### config.mk
export PLATFORM = sky130hd
export DESIGN_NAME = scan_chain_ctrl_flat
export DESIGN_NICKNAME = d
export VERILOG_FILES = /design/src/rtl/scan_chain_ctrl_pkg.sv /design/src/rtl/scan_chain_ctrl_if.sv /design/src/rtl/scan_chain_ctrl_shreg.sv /design/src/rtl/scan_chain_ctrl.sv /design/src/flat_wrapper.sv
export SDC_FILE = /design/constraint.sdc
export NUM_CORES = 1
export LEC_CHECK = 0
export BUFFER_PORTS_ARGS = -buffer_cell sky130_fd_sc_hd__buf_2
export CAP_MARGIN = 5
export CORE_MARGIN = 5
export CORE_UTILIZATION = 53
export DETAILED_ROUTE_END_ITERATION = 6
export PLACE_DENSITY = 0.77
export SLEW_MARGIN = 25
export SYNTH_ARGS = -nofsm -noshare
export SYNTH_HDL_FRONTEND = slang
export SYNTH_HIERARCHICAL = 1
export SYNTH_SLANG_ARGS = --single-unit
### constraint.sdc
create_clock -name CLK -period 2.15 [get_ports CLK]
set_input_delay 0.215 -clock CLK [delete_from_list [all_inputs] [get_ports CLK]]
set_output_delay 0.215 -clock CLK [all_outputs]
set_load 0.005 [all_outputs]
### src/rtl/scan_chain_ctrl_pkg.sv
// Shared types and sizing helpers for the scan chain controller.
// Holds the FSM state encoding and the functions that size the phase
// counter and give the start-to-done latency of one test.
package scan_chain_ctrl_pkg;

    typedef enum logic [2:0] {
        ST_IDLE,
        ST_LOAD,
        ST_CAPTURE,
        ST_UNLOAD,
        ST_DONE
    } state_t;

    // The counter is sized for a shift phase ($clog2(CHAIN_LEN+1)). It is
    // widened only when the capture phase is longer than a shift phase,
    // e.g. a 2-flop chain with 15 capture clocks.
    function automatic int cnt_width(input int chain_len, input int cap_cycles);
        int w_shift;
        int w_cap;
        w_shift = $clog2(chain_len + 1);
        w_cap   = $clog2(cap_cycles + 1);
        return (w_shift > w_cap) ? w_shift : w_cap;
    endfunction

    // Cycles from the edge that samples start to the done cycle.
    function automatic int test_latency(input int chain_len, input int cap_cycles);
        return 2 * chain_len + cap_cycles + 1;
    endfunction

endpackage

### src/rtl/scan_chain_ctrl_if.sv
// Control/chain bundle between a tester and scan_chain_ctrl.
//   start, pat_in : test request and pattern (bit i targets chain flop i)
//   so            : Q of the last chain flop
//   se, si        : scan enable and scan-in of the first flop
//   busy, done    : status; done is a one-cycle completion pulse
//   resp_out      : captured response (bit i = flop i after capture)
interface scan_chain_ctrl_if #(
    parameter int CHAIN_LEN = 16
);
    logic                 start;
    logic [CHAIN_LEN-1:0] pat_in;
    logic                 so;
    logic                 se;
    logic                 si;
    logic                 busy;
    logic                 done;
    logic [CHAIN_LEN-1:0] resp_out;

    modport master (
        output start, pat_in, so,
        input  se, si, busy, done, resp_out
    );

    modport slave (
        input  start, pat_in, so,
        output se, si, busy, done, resp_out
    );
endinterface

### src/rtl/scan_chain_ctrl_shreg.sv
// N-bit parallel-load / serial-shift register, shifting toward the MSB.
//   clk, rst_n : clock and asynchronous active-low reset (clears q)
//   load       : parallel load of load_val (wins over shift)
//   shift      : q <= {q[N-2:0], sin}
//   q          : register contents
module scan_chain_ctrl_shreg #(
    parameter int N = 16
) (
    input  logic         clk,
    input  logic         rst_n,
    input  logic         load,
    input  logic [N-1:0] load_val,
    input  logic         shift,
    input  logic         sin,
    output logic [N-1:0] q
);

    logic [N-1:0] q_reg;

    always_ff @(posedge clk or negedge rst_n) begin
        if (!rst_n) begin
            q_reg <= '0;
        end else if (load) begin
            q_reg <= load_val;
        end else if (shift) begin
            q_reg <= {q_reg[N-2:0], sin};
        end
    end

    assign q = q_reg;

endmodule

### src/rtl/scan_chain_ctrl.sv
// Scan chain test controller: shifts a pattern into an external scan chain,
// pulses CAP_CYCLES functional clocks, then shifts the response back out.
//   CLK : rising-edge clock shared with the chain
//   RN  : asynchronous active-low reset (aborts any test in flight)
//   bus : start/pat_in/so in, se/si/busy/done/resp_out out (all registered)
module scan_chain_ctrl
    import scan_chain_ctrl_pkg::*;
#(
    parameter int CHAIN_LEN  = 16,
    parameter int CAP_CYCLES = 1
) (
    input  logic               CLK,
    input  logic               RN,
    scan_chain_ctrl_if.slave   bus
);

    localparam int CW = cnt_width(CHAIN_LEN, CAP_CYCLES);
    // The counter is loaded with (phase length - 1) and the phase ends at 0.
    localparam logic [CW-1:0] SHIFT_LAST = CW'(CHAIN_LEN - 1);
    localparam logic [CW-1:0] CAP_LAST   = CW'(CAP_CYCLES - 1);

    state_t               state_reg, state_next;
    logic [CW-1:0]        cnt_reg, cnt_next;
    logic                 se_reg, busy_reg, done_reg;
    logic                 ser_load;
    logic                 ser_shift;
    logic                 des_shift;
    logic [CHAIN_LEN-1:0] ser_q;
    logic [CHAIN_LEN-1:0] des_q;

    always_comb begin
        state_next = state_reg;
        cnt_next   = cnt_reg;
        ser_load   = 1'b0;
        case (state_reg)
            ST_IDLE: begin
                if (bus.start) begin
                    state_next = ST_LOAD;
                    cnt_next   = SHIFT_LAST;
                    ser_load   = 1'b1;
                end
            end
            ST_LOAD: begin
                if (cnt_reg == '0) begin
                    state_next = ST_CAPTURE;
                    cnt_next   = CAP_LAST;
                end else begin
                    cnt_next = cnt_reg - CW'(1);
                end
            end
            ST_CAPTURE: begin
                if (cnt_reg == '0) begin
                    state_next = ST_UNLOAD;
                    cnt_next   = SHIFT_LAST;
                end else begin
                    cnt_next = cnt_reg - CW'(1);
                end
            end
            ST_UNLOAD: begin
                if (cnt_reg == '0) begin
                    state_next = ST_DONE;
                    cnt_next   = '0;
                end else begin
                    cnt_next = cnt_reg - CW'(1);
                end
            end
            ST_DONE: begin
                state_next = ST_IDLE;
            end
            default: begin
                state_next = ST_IDLE;
                cnt_next   = '0;
            end
        endcase
    end

    // Outputs are decoded from the next state so they change on the same
    // edge as the state, which also gives the LOAD->CAPTURE se drop with no
    // gap cycle.
    always_ff @(posedge CLK or negedge RN) begin
        if (!RN) begin
            state_reg <= ST_IDLE;
            cnt_reg   <= '0;
            se_reg    <= 1'b0;
            busy_reg  <= 1'b0;
            done_reg  <= 1'b0;
        end else begin
            state_reg <= state_next;
            cnt_reg   <= cnt_next;
            se_reg    <= (state_next == ST_LOAD) || (state_next == ST_UNLOAD);
            busy_reg  <= (state_next == ST_LOAD) || (state_next == ST_CAPTURE) ||
                         (state_next == ST_UNLOAD);
            done_reg  <= (state_next == ST_DONE);
        end
    end

    // Serializer: its MSB is si. It shifts zeros in on every LOAD edge, so
    // after the last shift it is empty and si stays 0 through CAPTURE/UNLOAD.
    assign ser_shift = (state_reg == ST_LOAD);
    assign des_shift = (state_reg == ST_UNLOAD);

    scan_chain_ctrl_shreg #(.N(CHAIN_LEN)) u_ser (
        .clk      (CLK),
        .rst_n    (RN),
        .load     (ser_load),
        .load_val (bus.pat_in),
        .shift    (ser_shift),
        .sin      (1'b0),
        .q        (ser_q)
    );

    // Deserializer: so carries flop CHAIN_LEN-1 first, so after CHAIN_LEN
    // shifts toward the MSB bit i holds flop i.
    scan_chain_ctrl_shreg #(.N(CHAIN_LEN)) u_des (
        .clk      (CLK),
        .rst_n    (RN),
        .load     (1'b0),
        .load_val ('0),
        .shift    (des_shift),
        .sin      (bus.so),
        .q        (des_q)
    );

    assign bus.se       = se_reg;
    assign bus.si       = ser_q[CHAIN_LEN-1];
    assign bus.busy     = busy_reg;
    assign bus.done     = done_reg;
    assign bus.resp_out = des_q;

endmodule

### src/flat_wrapper.sv
// flat-port wrapper written by rule: the top's interface ports become plain ports
module scan_chain_ctrl_flat import scan_chain_ctrl_pkg::*;
#(
    parameter int CHAIN_LEN  = 16,
    parameter int CAP_CYCLES = 1
)
  (CLK, RN, bus_start, bus_pat_in, bus_so, bus_se, bus_si, bus_busy, bus_done, bus_resp_out);
  scan_chain_ctrl_if #(.CHAIN_LEN(CHAIN_LEN)) bus_i ();
  input  logic CLK;
  input  logic RN;
  input wire logic [$bits(bus_i.start)-1:0] bus_start;
  input wire logic [$bits(bus_i.pat_in)-1:0] bus_pat_in;
  input wire logic [$bits(bus_i.so)-1:0] bus_so;
  output wire logic [$bits(bus_i.se)-1:0] bus_se;
  output wire logic [$bits(bus_i.si)-1:0] bus_si;
  output wire logic [$bits(bus_i.busy)-1:0] bus_busy;
  output wire logic [$bits(bus_i.done)-1:0] bus_done;
  output wire logic [$bits(bus_i.resp_out)-1:0] bus_resp_out;
  assign bus_i.start = bus_start;
  assign bus_i.pat_in = bus_pat_in;
  assign bus_i.so = bus_so;
  assign bus_se = bus_i.se;
  assign bus_si = bus_i.si;
  assign bus_busy = bus_i.busy;
  assign bus_done = bus_i.done;
  assign bus_resp_out = bus_i.resp_out;
  scan_chain_ctrl #(.CHAIN_LEN(CHAIN_LEN), .CAP_CYCLES(CAP_CYCLES)) u_core (.CLK(CLK), .RN(RN), .bus(bus_i));
endmodule
**Word level (Yosys, flattened, before mapping)**

Index checks and enable logic that the tools add are counted.

- Bits in registers: 43
- Output and inout port bits: 20

- Add/sub/neg operators: 1
- Equal/unequal tests: 9
- Muxes and demuxes: 13
- Bitwise logic cells: 1
- Reductions and logical operators: 8

Operator list:

| operator | count |
|---|---|
| two-way mux 16 bit | 2 |
| one-hot mux 5 bit (4 select lines) | 1 |
| two-way mux 5 bit | 3 |
| equality test 3 x 2 -> 1 bit, second input constant | 4 |
| two-way mux 3 bit | 4 |
| one-hot mux 3 bit (4 select lines) | 1 |
| equality test 3 x 1 -> 1 bit, second input constant | 2 |
| equality test 3 bit, second input constant | 2 |
| zero test 5 bit | 1 |
| subtractor 5 x 1 -> 5 bit, second input constant | 1 |
| zero test 3 bit | 1 |
| logical OR 1 bit | 3 |
| two-way mux 1 bit | 2 |
| != test 2 bit, second input constant | 1 |
| AND reduction 2 bit | 1 |
| nonzero test 2 bit | 1 |
| OR reduction 2 bit | 1 |
| NOT 1 bit | 1 |

**Depth between registers and ports, before layout**

Gate-level depths: netlist of the first run.

- Word-level depth: 6
- Mapped depth: 7
- Depth with buffers taken out: 6

**Modules after synthesis**

The synthesis of the first run kept the hierarchy.

By module, submodules not included:

| module | times used | cells each | area an instance (µm²) | sequential area each (µm²) |
|---|---|---|---|---|
| scan_chain_ctrl_shreg | 2 | 69 | 744.5 | 400.4 |
| scan_chain_ctrl | 1 | 66 | 624.3 | 275.3 |

**Worst setup path after synthesis of the first run**

Ideal clock, no wire load.

- Kind: register to register
- From: register u_core.cnt_reg[0]
- To: register u_core.cnt_reg[2]
- Arrival: 1.419 ns
- Data required time: 2.030 ns
- Slack: 0.611 ns
- Stages on the path, launching flop included: 5
- Path buffers: 0
- Path through: dfrtp_1 inv_1 ha_1 or4b_4 a41o_2

- Longest elaborated chain between the ends: 3
- Elaborated cells on any way between the ends: 5
- Those cells by class: add/sub: 1; mux: 3; reduce/logical: 1

Ends and longest elaborated chain:

| what | RTL line | text |
|---|---|---|
| start, declared | scan_chain_ctrl.sv:23 | `logic [CW-1:0] cnt_reg, cnt_next;` |
| start signal, assigned | scan_chain_ctrl.sv:89 | `cnt_reg <= cnt_next;` |
| subtractor 5 x 1 -> 5 bit or zero test 5 bit (tied branches) | -- |  |
| two-way mux 5 bit, on equally long branches | scan_chain_ctrl.sv:44, scan_chain_ctrl.sv:60, scan_chain_ctrl.sv:52 |  |
| one-hot mux 5 bit (4 select lines) (*) | scan_chain_ctrl.sv:35 | `case (state_reg)` |

Every way passes the cells marked *; elsewhere a longest branch is shown, timed or not.
A chain may end at the register's enable or synchronous reset.

**Worst setup path after layout of the first run**

- From: register u_core.cnt_reg[0]
- To: register u_core.cnt_reg[3]

Same word-level chain as after synthesis.

==> flow_summary_export.csv, run 1 <==
group,metric,value,unit
timing,worst_slack,470,ps
synth,ys_types,33,
cts,post_cts_buffers,0,
global_routing,grt_max_degree,34,
timing,finalHoldViolCount,0,
floorplanning,io_pins,40,
critical_path,worstRegToRegCells,5,
cts,cts.sinks,43,
timing,slew_violations,0,
cts,cts_resized,0,
timing,final.min_clock_period,1680,ps
critical_path,end_kind,"register",
synth,netlist_area,2110,um^2
critical_path,cp-start-kind,"register",
place,place_hpwl,2930,um
timing,finClkSkew,9.74,ps
critical_path,critPathMaxFanout,7,
power_and_ir_drop,power.total,3490,uW
floorplanning,dieWidth,73.1,um
critical_path,r2r-start,"u_core/cnt_reg[0]$_DFFE_PN0P_",
routing,first_pass_iters,4,
place,place_area,2390,um^2
synth,synthFlopType,"dfrtp_1",
global_routing,grt_pass1_wl,7190,um
routing,ant_nets,0,
cts,h-tree-depth,2,
timing,timing.fmax,595,MHz
critical_path,cp.required,2340,ps
floorplanning,fp-row-count,23,
run_status,status,"finished, final reports clean",
power_and_ir_drop,p_leak,0.00119,uW
global_routing,overflow,0,
cts,cts_root_buf,"clkbuf_8",
cts,clockBufferDepth,2,
floorplanning,core-area,3940,um^2
routing,vias_per_cell,5.03,
critical_path,r2r_setup_slack,470,ps
synth,ys_seq_area_frac,0.509,
synth,async_flop_share,1.00,
cts,cts_buffers,5,
final_layout,syn2layout_area_growth,19.7,%
timing,setup_violations,0,
synth,netlist_instances,204,
synth,synth_seq_cells,43,
floorplanning,die-area,5350,um^2
critical_path,worstSetupPathType,"register to register",
global_routing,grt_pass1_vias,1549,
critical_path,r2r_end,"u_core/cnt_reg[3]$_DFFE_PN0P_",
final_layout,final_util,0.641,
cts,ctsHoldBuffers,1,
timing,tns,0,ps
final_layout,drive_gt1_frac,0.219,
power_and_ir_drop,peakVddDrop,0.792,mV
final_layout,finalNetCount,285,
routing,vias,1584,
floorplanning,dieHeight,73.1,um
synth,synth_edf_count,0,
timing,rsz0062_at_grt,"no",
critical_path,startpoint,"u_core/cnt_reg[0]$_DFFE_PN0P_",
final_layout,antenna_cells,0,
global_routing,antenna_found_initial,0,
min_path,holdCritPathClass,"input pin to register",
synth,yosysWarnings,6,
routing,drt_iter0_drc,122,
routing,route.detailed.drc,0,
synth,syn_area_per_cell,10.4,um^2
final_layout,fillCellCount,329,
place,gp_congestion,0.892,
timing,finalCritPeriodShare,0.781,
flow_run,cap_violations,0,
global_routing,grt_usage,0.175,
floorplanning,start_util,0.536,
critical_path,crit_end,"u_core/cnt_reg[3]$_DFFE_PN0P_",
routing,wire_per_inst,12.8,um
cts,insertion_delay,290,ps
power_and_ir_drop,power_density,1380,nW/um^2
routing,wl,4020,um
place,portBuffers,39,
critical_path,worst_ep_arrival_time,1870,ps
cts,clk_pin_slew,80,ps
cts,cts_tree,"yes",
final_layout,design_area,2530,um^2
place,pre_cts_slack,440,ps
cells in the final DEF (no fill, tap or decap), drive strengths merged, types with 3 or more instances in the layout:
| cell | count |
|---|---|
| a21oi | 5 |
| buf | 44 |
| clkbuf | 6 |
| conb | 22 |
| dfrtp | 43 |
| inv | 3 |
| mux2i | 32 |
| nand2 | 35 |
| nor2 | 10 |
| o21ai | 39 |
synth_stat cells (2+ instances only):
master / n / area, um^2
o311a_1: 2 / 20.0
buf_12: 2 / 40.0
mux2i_1: 32 / 320
xor2_1: 2 / 17.5
dfrtp_1: 43 / 1080
o21ai_0: 17 / 85.1
buf_2: 4 / 20.0
clkbuf_1: 5 / 18.8
nand2_1: 35 / 131
nor2_1: 10 / 37.5
nor2b_1: 2 / 12.5
a21oi_1: 5 / 25.0
buf_6: 2 / 22.5
nor3_1: 2 / 10.0
o21ai_1: 21 / 105
inv_1: 3 / 11.3
how the worst min path moves through the flow:
stage / start / endpoint / slack, ps / depth (start not counted)
2_1_floorplan: RN / u_core/bus.busy$_DFF_PN0_ / -80 / 0
3_3_place_gp: RN / u_core/u_ser/q[5]$_DFFE_PN0P_ / 170 / 1
3_5_place_dp: RN / u_core/u_ser/q[7]$_DFFE_PN0P_ / 180 / 1
4_1_cts: bus_pat_in[3] / u_core/u_ser/q[3]$_DFFE_PN0P_ / 120 / 3
5_1_grt: bus_pat_in[3] / u_core/u_ser/q[3]$_DFFE_PN0P_ / 130 / 3
6_report: bus_pat_in[3] / u_core/u_ser/q[3]$_DFFE_PN0P_ / 130 / 3
power breakdown:
group	total, uW	internal, uW	leakage (uW)	switching [uW]
Clock	725	464	0.0000654	261
Combinational	1380	701	0.000600	675
Sequential	1390	1120	0.000521	263
Total	3490	2290	0.00119	1200
per-stage QoR:
step                      hold slack [ps]  cells
after floorplan                     -80.6    225
after global placement                174    306
after detailed placement              181    306
after CTS                             124    315
after global routing                  132    315
final                                 130    315
per-layer routing:
metal,vias to the layer above,share of wire,track usage
li1,805,-,-
met5,-,0,0
met4,0,0.0092,0.0492
met2,34,0.47,0.268
met1,741,0.47,0.244
met3,4,0.051,0.0468
cell families (layout without fill, tap and decap cells):
| family | Yosys count | in the layout | synth area share |
|---|---|---|---|
| buf+inv | 16 | 56 | 0.0533 |
| fa+ha+maj | 1 | 1 | 0.00592 |
| mux | 32 | 32 | 0.152 |
| flops | 43 | 43 | 0.509 |
| other cells | 1 | 22 | 0.00177 |
| xor+xnor | 3 | 3 | 0.0124 |
| compound gates | 49 | 49 | 0.129 |
| simple gates | 59 | 59 | 0.137 |
cell type report:
| class | count | area (um^2) | share of cell area |
|---|---|---|---|
| repair buffers | 45 | 243 | 0.0960 |
| well taps | 50 | 62.6 | 0.0247 |
| multi-input cells | 166 | 1000 | 0.397 |
| clock inverters | 2 | 60.1 | 0.0238 |
| clock buffers | 6 | 72.6 | 0.0287 |
| flip-flops and latches | 43 | 1080 | 0.426 |
| inverters | 3 | 11.3 | 0.00445 |
worst max-delay path, stage by stage, from the launching register on:
cell      delay (ps)
dfrtp_1          410
inv_1             90
ha_1             250
nor4b_4          390
nand2_1          180
o311ai_1         260
(Power assumes the default switching activity.)
==> inputs of run 2 (changes only) <==
ABC_AREA = 1   (was unset)
clock period = 1.8 ns   (was 2.15 ns; I/O delays follow)
==> run 2 against run 1 <==
  * Die area grew 0.15%
  * Flip-flop and latch count is the same
  * Register-to-register slack worse by 250 ps
  * Clock power decreased by 21%
  * Final area down 3.0%
  * Routed wire length grew 7.6%
  * Sequential share of layout area is 1.3 points higher
  * Global-route usage increased by 0.18 points
  * Worst setup slack lost 250 ps
==> flow_summary_export.csv, run 2 <==
group,metric,value,unit
floorplanning,fp-row-count,23,
critical_path,worstSetupPathType,"register to register",
cts,clockBufferDepth,2,
timing,finalHoldViolCount,0,
timing,finClkSkew,2.85,ps
flow_run,cap_violations,0,
routing,ant_nets,0,
synth,netlist_instances,249,
global_routing,grt_pass1_vias,1774,
routing,wire_per_inst,12.1,um
cts,cts_tree,"yes",
timing,slew_violations,0,
synth,synth_seq_cells,43,
synth,yosysWarnings,6,
min_path,holdCritPathClass,"input pin to register",
place,place_inst,348,
cts,cts_root_buf,"clkbuf_8",
synth,netlist_area,2120,um^2
final_layout,design_area,2450,um^2
cts,clk_pin_slew,70,ps
floorplanning,die-area,5360,um^2
final_layout,finalNetCount,327,
synth,synth_area_leaders,"dfrtp_1 51%, nand3_1 16%, nand2_1 15%",
synth,yosysMostFrequentCell,"nand2_1",
synth,ys_types,24,
global_routing,overflow,0,
power_and_ir_drop,switching_share,0.238,
final_layout,final_util,0.622,
critical_path,end_kind,"register",
critical_path,crit_path_top_delay_cell,"dfrtp_1",
cts,h-tree-depth,2,
power_and_ir_drop,p_clk_frac,0.322,
synth,async_flop_share,1.00,
critical_path,slowest_delay,420,ps
critical_path,crit_top_cell,"nand2_1",
final_layout,fin_cells,357,
critical_path,crit_buf_inv,2,
synth,yosysTopAreaCell,"dfrtp_1",
global_routing,grt_pass1_wl,7490,um
power_and_ir_drop,internal_power,1360,uW
floorplanning,dieHeight,73.2,um
final_layout,drive_gt1_frac,0.212,
routing,vias,1781,
power_and_ir_drop,power_frac_seq,0.590,
routing,route.detailed.drc,0,
critical_path,path_cells,"nor2_1 -> nand2_1 -> inv_1 -> buf_4 -> nor2_8 -> nand2_1 -> nand3_1",
final_layout,final_cell_mix,"82 x nand2_1, 66 x nand3_1, 43 x dfrtp_1",
critical_path,cp-start-kind,"register",
final_layout,antenna_cells,0,
floorplanning,core-area,3940,um^2
place,portBuffers,39,
timing,timing.fmax,632,MHz
timing,relSlewSlack,0.633,
synth,synth_edf_count,0,
place,gp_congestion,0.754,
timing,setup_violations,0,
power_and_ir_drop,switching_power,424,uW
floorplanning,dieWidth,73.2,um
cts,cts.sinks,43,
timing,rsz0062_at_grt,"no",
critical_path,critPathMaxFanout,17,
routing,vias_per_cell,4.99,
final_layout,syn2layout_area_growth,15.8,%
routing,wl,4320,um
power_and_ir_drop,p_leak,0.00131,uW
critical_path,critPathTopFamily,"simple AND/OR/NAND/NOR gates",
timing,finalCritPeriodShare,0.880,
global_routing,grt_usage,0.176,
synth,ys_seq_area_frac,0.508,
synth,synthFlopType,"dfrtp_1",
critical_path,worst_ep_arrival_time,1750,ps
floorplanning,io_pins,40,
place,place_area,2360,um^2
run_status,status,"finished, final reports clean",
timing,final.min_clock_period,1580,ps
timing,tns,0,ps
power_and_ir_drop,peakVddDrop,0.422,mV
routing,drt_iter0_drc,82,
synth,synthTopCellsByCount,"82 x nand2_1, 66 x nand3_1, 43 x dfrtp_1",
floorplanning,start_util,0.537,
power_and_ir_drop,power_density,726,nW/um^2
routing,first_pass_iters,4,
critical_path,cp.required,1970,ps
final_layout,final_common_cell,"nand2_1",
cts,insertion_delay,290,ps
cts,cts_buffers,5,
power_and_ir_drop,p_comb_frac,0.088,
timing,worst_slew_pin_slew,550,ps
synth,synth.top_cell.area_share,0.508,
timing,fin_hold_ws,105,ps
synth,syn_area_per_cell,8.50,um^2
place,place_hpwl,3030,um
global_routing,grt_max_degree,44,
global_routing,antenna_found_initial,0,
-- run 2: changes by cell type after synthesis, moves of 5 or more --
cell,delta
nand2_1,+47
mux2i_1,-32
o21ai_0,-12
o21ai_1,-21
inv_1,+10
nand3_1,+66
clkbuf_1,-5
-- run 2: final timing paths --
kind,endpoint,slack [ps],cells after the start,from
worst max-delay path,u_core/u_ser/q[9]$_DFFE_PN0P_,220,7,u_core/state_reg[2]$_DFF_PN0_
worst min-delay path,u_core/u_ser/q[14]$_DFFE_PN0P_,110,3,bus_pat_in[14]
worst max register to register,u_core/u_ser/q[9]$_DFFE_PN0P_,220,7,u_core/state_reg[2]$_DFF_PN0_
worst min register to register,u_core/u_des/q[15]$_DFFE_PN0P_,480,2,u_core/u_des/q[15]$_DFFE_PN0P_
max in group asynchronous,u_core/u_des/q[5]$_DFFE_PN0P_,930,3,RN
min in group asynchronous,u_core/u_ser/q[15]$_DFFE_PN0P_,500,3,RN
-- run 2: what timing repair did --
action                    4_1_cts  5_1_grt
setup buffers                   0        0
gates resized for setup         0        0
hold endpoints to repair       43        0
hold buffers                    1        0
-- run 2: layout make-up --
| cell class | instances | area, um^2 |
|---|---|---|
| clock buffers | 7 | 76.3 |
| clock inverters | 1 | 5.00 |
| fillers | 364 | 1490 |
| inverters | 17 | 63.8 |
| multi-input cells | 194 | 926 |
| flip-flops and latches | 43 | 1080 |
| well taps | 50 | 62.6 |
| repair buffers | 45 | 243 |
-- run 2: metrics by stage --
stage          total power [uW]  setup WS [ps]
2_1_floorplan              1140            402
3_3_place_gp               1220            357
3_5_place_dp               1220            251
4_1_cts                    1800            222
5_1_grt                    1870            105
6_report                   1780            217
-- run 2: logic make-up after synthesis --
kind of cell,Yosys count,share of synthesized area
other cells,1,0.00177
simple gates,167,0.377
compound gates,7,0.0183
flops,43,0.508
fa+ha+maj,1,0.00591
buf+inv,29,0.0845
xor+xnor,1,0.00414
-- run 2: metal layers --
| layer | vias up | wire (um) | GRT usage |
|---|---|---|---|
| li1 | 902 | - | - |
| met1 | 834 | 1840 | 0.201 |
| met2 | 39 | 2130 | 0.314 |
| met3 | 6 | 282 | 0.0386 |
| met4 | 0 | 63 | 0.0779 |
| met5 | - | 0 | 0 |
-- run 2: power groups by stage --
stage                     sequential, uW  combinational, uW  clock [uW]
after floorplan                     1070               75.8           0
after global placement              1070                151           0
after detailed placement            1070                154           0
after CTS                           1050                156         597
after global routing                1060                182         630
final                               1050                157         574
-- run 2: tightest hold or removal path, cell delays in order --
cell	delay, ps
buf_2	70
nand2_1	40
nand3_1	70
==> inputs of run 3 (changes only) <==
CELL_PAD_IN_SITES_DETAIL_PLACEMENT = 0   (was unset)
CELL_PAD_IN_SITES_GLOBAL_PLACEMENT = 1   (was unset)
CORE_UTILIZATION = 41   (was 53)
PLACE_DENSITY = unset   (was 0.77)
PLACE_DENSITY_LB_ADDON = 0.1   (was unset)
==> run 3 against run 2 <==
  * Die area rose by 25%
  * Sequential power barely moved
  * Core utilization fell by 13 points
  * Routed wire length rose by 1.7%
  * Global-route usage fell by 2.7 points
  * Fmax fell by 1.6%
  * Critical path type unchanged
==> flow_summary_export.csv, run 3 (synthesis results as in run 2) <==
group,metric,value,unit
critical_path,worstRegToRegCells,6,
min_path,holdPathStages,3,
timing,final.min_clock_period,1610,ps
cts,clk_pin_slew,70,ps
critical_path,end_kind,"register",
place,place_hpwl,3040,um
routing,vias_per_cell,4.61,
global_routing,grt_pass1_wl,7650,um
place,place_inst,368,
timing,setup_violations,0,
critical_path,cp-start-kind,"register",
routing,drt_iter0_drc,73,
flow_run,cap_violations,0,
timing,relSlewSlack,0.651,
timing,finClkSkew,2.50,ps
routing,route.detailed.drc,0,
routing,ant_nets,0,
cts,h-tree-depth,2,
critical_path,worst_ep_arrival_time,1780,ps
min_path,min_to,"u_core/u_ser/q[14]$_DFFE_PN0P_",
critical_path,worstSetupPathType,"register to register",
critical_path,r2r-start,"u_core/state_reg[2]$_DFF_PN0_",
routing,first_pass_iters,4,
routing,wire_per_inst,11.7,um
global_routing,grt_usage,0.149,
cts,clockBufferDepth,2,
routing,wl_met1,2130,um
timing,worst_slack,191,ps
cts,post_cts_buffers,0,
global_routing,overflow,0,
critical_path,cp.required,1970,ps
place,gp_congestion,0.777,
floorplanning,die-area,6700,um^2
final_layout,fin_cells,375,
floorplanning,fp-row-count,26,
floorplanning,io_pins,40,
final_layout,finalNetCount,327,
cts,insertion_delay,290,ps
final_layout,antenna_cells,0,
cts,cts_tree,"yes",
routing,highest_layer,"met4",
floorplanning,core-area,5070,um^2
place,pre_cts_slack,200,ps
timing,timing.fmax,622,MHz
routing,wl_met2,1970,um
cts,cts.sinks,43,
global_routing,grt_pass1_vias,1630,
critical_path,crit_path_top_delay_cell,"dfrtp_1",
floorplanning,dieWidth,81.9,um
routing,vias,1729,
critical_path,slowest_delay,430,ps
min_path,holdCritPathClass,"input pin to register",
timing,finalHoldViolCount,0,
place,portBuffers,39,
global_routing,antenna_found_initial,0,
timing,rsz0062_at_grt,"no",
power_and_ir_drop,power.total,1770,uW
power_and_ir_drop,p_leak,0.00131,uW
final_layout,final_cell_mix,"82 x nand2_1, 66 x nand3_1, 43 x dfrtp_1",
critical_path,crit_top_cell,"nand3_1",
cts,cts_resized,0,
timing,finalCritPeriodShare,0.894,
critical_path,critPathMaxFanout,16,
min_path,min_from,"bus_pat_in[14]",
floorplanning,dieHeight,81.9,um
timing,slew_violations,0,
run_status,status,"finished, final reports clean",
global_routing,grt_max_degree,24,
cts,cts_root_buf,"clkbuf_8",
power_and_ir_drop,power_density,714,nW/um^2
final_layout,syn2layout_area_growth,17.2,%
routing,wl_met3,238,um
floorplanning,start_util,0.417,
timing,tns,0,ps
final_layout,final_common_cell,"nand2_1",
critical_path,path_cells,"nor2_1 -> nand2_1 -> inv_1 -> inv_2 -> nand3_1 -> nand3_1",
routing,wl,4400,um
critical_path,r2r_setup_slack,190,ps
power_and_ir_drop,peakVddDrop,0.287,mV
cts,ctsHoldBuffers,1,
timing,worst_slew_pin_slew,524,ps
critical_path,r2r_end,"u_core/u_ser/q[8]$_DFFE_PN0P_",
cts,cts_buffers,5,
final_layout,drive_gt1_frac,0.210,
[run 3: changes by cell type in the layout (fill, tap and decap cells not counted)]
cell      change
buf_12        +1
buf_4         -1
clkbuf_1      -1
clkinv_2      -1
[run 3: where the power goes]
group | switching [uW] | internal, uW | total [uW]
Combinational | 88.3 | 71.0 | 159
Sequential | 34.4 | 1020 | 1050
Clock | 303 | 259 | 562
Total | 426 | 1350 | 1770
[run 3: worst max-delay path by stage]
stage / to / from
finish: u_core/u_ser/q[8]$_DFFE_PN0P_ / u_core/state_reg[2]$_DFF_PN0_
global route: u_core/u_ser/q[8]$_DFFE_PN0P_ / u_core/state_reg[2]$_DFF_PN0_
CTS: u_core/u_ser/q[8]$_DFFE_PN0P_ / u_core/state_reg[2]$_DFF_PN0_
detailed placement: u_core/u_ser/q[8]$_DFFE_PN0P_ / u_core/state_reg[2]$_DFF_PN0_
global placement: u_core/u_ser/q[15]$_DFFE_PN0P_ / u_core/state_reg[2]$_DFF_PN0_
floorplan: u_core/u_ser/q[3]$_DFFE_PN0P_ / u_core/state_reg[0]$_DFF_PN0_
[run 3: stage by stage]
stage | utilization | cell area, um^2 | hold slack [ps]
6_report | 0.489 | 2480 | 104
3_5_place_dp | 0.473 | 2400 | 193
4_1_cts | 0.489 | 2480 | 94.6
3_3_place_gp | 0.473 | 2400 | 187
5_1_grt | 0.489 | 2480 | 96.8
2_1_floorplan | - | 2180 | -116
[run 3: critical path: cells and delay by family (launching register included)]
family,cells,cell delay (ps)
and+or+nand+nor,4,570
buffers and inverters,2,480
DFF,1,430
[run 3: area by class of cell]
class,count,area (um^2)
multi-input cells,194,926
flip-flops and latches,43,1080
well taps,70,87.6
repair buffers,45,255
fillers,548,2590
clock buffers,6,72.6
inverters,17,63.8
[run 3: per-layer routing]
metal,GRT usage,vias up
met4,0.0498,0
met2,0.225,37
met5,0,-
li1,-,899
met1,0.205,788
met3,0.0428,5
